`src/rtl/whack_input_conditioner.sv`:
```
// whack_input_conditioner
//   Conditions the raw board buttons and switches for the whack-a-mole game. Each input bit goes through a
//   2-flop synchroniser and its own debounce counter, which produces a clean level and a one-cycle event
//   pulse. After reset the block stays in a PRIME phase while inputs held through reset settle, and emits
//   no pulses during that phase. lock_i masks pulses but not levels.
// Ports
//   clock_i          system clock, rising edge
//   reset_i          asynchronous active-low reset
//   buttons_i        raw push buttons (asynchronous)
//   switches_i       raw slide switches (asynchronous)
//   lock_i           1 = drop all event pulses
//   buttons_o        debounced button levels
//   button_press_o   one-cycle pulse on debounced button 0->1
//   switches_o       debounced switch levels
//   switch_toggle_o  one-cycle pulse on any debounced switch change
//   any_press_o      OR of button_press_o
//   primed_o         1 once the PRIME phase has completed
module whack_input_conditioner #(
  parameter int unsigned NUM_BUTTONS     = 4,
  parameter int unsigned NUM_SWITCHES    = 16,
  parameter int unsigned DEBOUNCE_CYCLES = 1000000
) (
  input  logic                    clock_i,
  input  logic                    reset_i,
  input  logic [NUM_BUTTONS-1:0]  buttons_i,
  input  logic [NUM_SWITCHES-1:0] switches_i,
  input  logic                    lock_i,
  output logic [NUM_BUTTONS-1:0]  buttons_o,
  output logic [NUM_BUTTONS-1:0]  button_press_o,
  output logic [NUM_SWITCHES-1:0] switches_o,
  output logic [NUM_SWITCHES-1:0] switch_toggle_o,
  output logic                    any_press_o,
  output logic                    primed_o
);

  localparam int unsigned NB = NUM_BUTTONS;
  localparam int unsigned NS = NUM_SWITCHES;
  localparam int unsigned N  = NB + NS;
  localparam int unsigned CW = $clog2(DEBOUNCE_CYCLES + 1);
  localparam int unsigned PW = $clog2(DEBOUNCE_CYCLES + 3);
  localparam logic [CW-1:0] CNT_LAST   = CW'(DEBOUNCE_CYCLES - 1);
  localparam logic [PW-1:0] PRIME_LAST = PW'(DEBOUNCE_CYCLES + 2);

  typedef enum logic {
    S_PRIME = 1'b0,
    S_RUN   = 1'b1
  } state_e;

  state_e          state_q, state_d;
  logic [PW-1:0]   prime_cnt_q, prime_cnt_d;
  logic            primed_q, primed_d;
  logic            pulse_en_c;

  logic [N-1:0]    sync1_q, sync2_q;
  logic [N-1:0]    stable_q, stable_d;
  logic [CW-1:0]   cnt_q [N];
  logic [CW-1:0]   cnt_d [N];
  logic [N-1:0]    flip_c;

  logic [NB-1:0]   press_q, press_d;
  logic [NS-1:0]   toggle_q, toggle_d;

  // State, prime counter and primed flag
  always_ff @(posedge clock_i or negedge reset_i) begin
    if (!reset_i) begin
      state_q     <= S_PRIME;
      prime_cnt_q <= '0;
      primed_q    <= 1'b0;
    end else begin
      state_q     <= state_d;
      prime_cnt_q <= prime_cnt_d;
      primed_q    <= primed_d;
    end
  end

  // PRIME counts out DEBOUNCE_CYCLES+3 edges, then RUN until the next reset
  always_comb begin
    state_d     = state_q;
    prime_cnt_d = prime_cnt_q;
    pulse_en_c  = 1'b0;
    case (state_q)
      S_PRIME: begin
        if (prime_cnt_q == PRIME_LAST) begin
          state_d     = S_RUN;
          prime_cnt_d = '0;
        end else begin
          prime_cnt_d = prime_cnt_q + PW'(1);
        end
      end
      S_RUN:   pulse_en_c = ~lock_i;
      default: state_d = S_PRIME;
    endcase
    primed_d = (state_d == S_RUN);
  end

  // Per-bit debounce: count consecutive mismatches, flip on the last one
  always_comb begin
    stable_d = stable_q;
    flip_c   = '0;
    for (int unsigned i = 0; i < N; i++) begin
      cnt_d[i] = '0;
      if (sync2_q[i] != stable_q[i]) begin
        if (cnt_q[i] == CNT_LAST) begin
          flip_c[i]   = 1'b1;
          stable_d[i] = ~stable_q[i];
        end else begin
          cnt_d[i] = cnt_q[i] + CW'(1);
        end
      end
    end
  end

  // Pulses coincide with the cycle the new level first appears
  always_comb begin
    press_d  = flip_c[NB-1:0] & ~stable_q[NB-1:0] & {NB{pulse_en_c}};
    toggle_d = flip_c[N-1:NB] & {NS{pulse_en_c}};
  end

  // Synchronisers, debounce state and pulse registers
  always_ff @(posedge clock_i or negedge reset_i) begin
    if (!reset_i) begin
      sync1_q  <= '0;
      sync2_q  <= '0;
      stable_q <= '0;
      press_q  <= '0;
      toggle_q <= '0;
      for (int unsigned i = 0; i < N; i++) begin
        cnt_q[i] <= '0;
      end
    end else begin
      sync1_q  <= {switches_i, buttons_i};
      sync2_q  <= sync1_q;
      stable_q <= stable_d;
      press_q  <= press_d;
      toggle_q <= toggle_d;
      for (int unsigned i = 0; i < N; i++) begin
        cnt_q[i] <= cnt_d[i];
      end
    end
  end

  assign buttons_o       = stable_q[NB-1:0];
  assign switches_o      = stable_q[N-1:NB];
  assign button_press_o  = press_q;
  assign switch_toggle_o = toggle_q;
  assign any_press_o     = |press_q;
  assign primed_o        = primed_q;

endmodule

```
`config.mk`:
```
export PLATFORM = sky130hd
export DESIGN_NAME = whack_input_conditioner
export DESIGN_NICKNAME = d
export VERILOG_FILES = /design/src/rtl/whack_input_conditioner.sv
export SDC_FILE = /design/constraint.sdc
export NUM_CORES = 1
export LEC_CHECK = 0
export ABC_AREA = 1
export CORE_ASPECT_RATIO = 1.1
export CORE_UTILIZATION = 29
export CTS_CLUSTER_DIAMETER = 50
export DETAILED_ROUTE_END_ITERATION = 10
export PLACE_DENSITY = 0.5
export SKIP_CTS_REPAIR_TIMING = 1
export SLEW_MARGIN = 20
export SYNTH_ARGS = -nofsm -noshare
export SYNTH_HDL_FRONTEND = slang
export SYNTH_SLANG_ARGS = --single-unit
export TNS_END_PERCENT = 100
```
`constraint.sdc`:
```
create_clock -name clock_i -period 1.9 [get_ports clock_i]
set_clock_uncertainty 0.2 [all_clocks]
set_input_delay 0.285 -clock clock_i [delete_from_list [all_inputs] [get_ports clock_i]]
set_output_delay 0.285 -clock clock_i [all_outputs]
set_load 0.01 [all_outputs]
```
==> flow_metrics.py <==
metrics = {
    "logic_synthesis": {
        "synth_top_cell_area_share": 0.486,
        "yosysWarnings": 0,
        "synth_top_cell_by_area": "dfrtp_1",
        "synth_nets": 3260,
        "ys_seq_area_frac": 0.486,
        "synth.avg_cell_area_um2": 8.03,
        "syn-instance-count": 3215,
        "synth-seq-cells": 501,
        "synth_area_um2": 25800,
        "synth_cell_type_count": 41,
        "synthTopCellsByArea": "dfrtp_1 49%, nor2_1 10%, nand2_1 8.0%",
    },
    "timing": {
        "slew_viol_final": 0,
        "finalSetupTns_ps": -253,
        "hold_slack_ps": 46.8,
        "tightestPinTransition_ps": 773,
        "hold_viol_final": 0,
        "max_slew_margin": 0.483,
        "fin_crit_ps": 2150,
        "rsz0062_at_grt": "yes",
        "post-route-period-util": 1.13,
        "max_clock_freq_mhz": 465,
        "setup_viol": 1,
        "setup_ws_ps": -253,
    },
    "cells_and_area": {
        "final_common_cell": "nor2_1",
        "mostFrequentLayoutCells": "696 x nor2_1, 550 x nand2_1, 499 x dfrtp_1",
        "area_growth_pct": 23.1,
        "fin_nets": 3500,
        "final_area_um2": 31800,
        "n_antenna_cell": 0,
        "drive_above_1_share": 0.132,
    },
    "detailed_routing": {
        "via_count": 20500,
        "drt_iter0_markers": 1106,
        "drc": 0,
        "finalWirelength_um": 56300,
        "firstDrtPassIters": 5,
        "routedWlPerCell_um": 12.0,
        "postRouteAntennaNets": 0,
        "vias_per_cell": 4.38,
    },
    "run_status": {
        "violations": "setup timing",
        "status": "finished, violations left",
    },
    "setup_path": {
        "r2r-end": "cnt_q[365]",
        "crit_type": "register to output port",
        "cp-end-kind": "output port",
        "critical_path_arrival_ps": 1670,
        "worstPathRequired_ps": 1410,
        "critPathLaunch": "button_press_o[1]",
        "rr_worst_depth": 9,
        "reg2reg_slack_ps": 110,
        "start_kind": "register",
        "crit_path_max_fanout": 2,
        "worstReg2RegStart": "cnt_q[360]",
    },
    "clock_network": {
        "clk_latency_ps": 610,
        "htreeDepth": 3,
        "clk_root_buffer_cell": "clkbuf_16",
        "cts_tree": "done",
        "cts_sinks": 501,
        "path_clk_slew_ps": 60,
        "cts_buffer_depth": 3,
        "numCtsBuffers": 78,
    },
    "worst_hold_path": {
        "hp-class": "input pin to register",
        "holdCritStartpoint": "switches_i[13]",
        "whs_endpoint": "sync1_q[17]",
        "worstHoldPathCells": 1,
    },
    "global_routing": {
        "first_global_vias": 20200,
        "antenna_found_initial": 1,
        "grt_overflow": 0,
        "grt_use_total": 0.128,
        "grt_max_degree": 62,
        "grt_pass1_wl_um": 97200,
    },
    "die": {
        "row_count": 114,
        "start_util": 0.293,
        "die_w_um": 287,
        "coreArea_um2": 88000,
        "die_y_um": 315,
        "io_pins": 65,
        "fp.dieArea_um2": 90200,
    },
    "placed_design": {
        "pre_cts_slack_ps": -251,
        "placed_area_um2": 28600,
        "gp_congestion": 0.826,
        "port_buffers": 64,
        "post-dp-hpwl_um": 40400,
    },
    "power": {
        "p_switching_mw": 6.01,
        "clockPowerShare": 0.558,
        "power_frac_comb": 0.033,
        "p_sw_frac": 0.225,
        "peakVddDrop_mv": 0.529,
        "seqPwrFrac": 0.409,
        "p_leak_nw": 14.2,
        "cellPowerDensity_nw_per_um2": 841,
        "internal_power_mw": 20.7,
    },
    "flow_run": {
        "maxCapViolCount": 0,
    },
}
[sequential cells by signal, summed over array words and instances, names as in the netlist]
signal and count:
sync2_q 20, switch_toggle_o 16, prime_cnt_q 20, primed_o 1
cnt_q 400, sync1_q 20, stable_q 20, button_press_o 4
[worst max path at each step]
stage	to	slack (ps)	cells after the start
6_report	any_press_o	-250	2
5_1_grt	any_press_o	-310	2
4_1_cts	any_press_o	-660	2
3_5_place_dp	button_press_o[0]	-250	4
3_3_place_gp	button_press_o[0]	-230	4
2_1_floorplan	cnt_q[218]	300	9
[routing by layer]
layer	vias to the layer above	share of wire	track usage
met5	-	0	0
met2	210	0.47	0.211
met1	9491	0.48	0.168
met4	0	0.022	0.0453
met3	81	0.033	0.0228
li1	10700	-	-
[cell type report]
cell class,instances,area [um2]
sequential,501,12500
clock inverter,43,597
timing repair buffer,171,1790
tap,1160,1450
fill,9148,56200
inverter,421,1580
clock buffer,96,2130
multi-input combinational,2282,11700
[cells by family (layout without fill, tap and decap cells)]
kind of cell | after synthesis | in the layout | share of synthesized area
flops | 501 | 501 | 0.486
compound gates | 161 | 161 | 0.0321
xor+xnor | 188 | 188 | 0.0641
buf+inv | 432 | 731 | 0.0642
simple gates | 1911 | 1911 | 0.343
fa+ha+maj | 22 | 22 | 0.0107
[power groups by stage]
stage / Clock, mW / Combinational [mW] / Sequential, mW
2_1_floorplan: 0 / 0.368 / 11.1
3_3_place_gp: 0 / 0.866 / 11.1
3_5_place_dp: 0 / 0.868 / 11.1
4_1_cts: 15.5 / 0.873 / 10.9
5_1_grt: 16.0 / 1.03 / 10.9
6_report: 14.9 / 0.885 / 10.9
[Yosys cell counts, drive strengths merged]
cell / n
a21boi: 1
nor2: 785
and3: 1
a21oi: 104
nand2: 590
ha: 22
buf: 11
and2: 1
nand4: 70
nor4: 4
xnor2: 40
a211oi: 2
a31oi: 3
or4: 1
dfrtp: 501
nor3: 173
nand3: 261
xor2: 148
o21bai: 5
nor3b: 15
inv: 421
o21ai: 46
nand3b: 6
or2: 4
[metrics by stage]
step	instances	util	power, mW
finish	4674	0.361	26.7
global route	4674	0.361	27.9
floorplan	3215	-	11.5
CTS	4642	0.356	27.3
detailed placement	4503	0.325	12.0
global placement	4503	0.325	12.0
[worst max-delay path, stage by stage (launching register included)]
cell and delay (ps):
dfrtp_1 370, or4_1 540, clkbuf_2 150
Note: power is estimated with default switching activity, not from simulation.
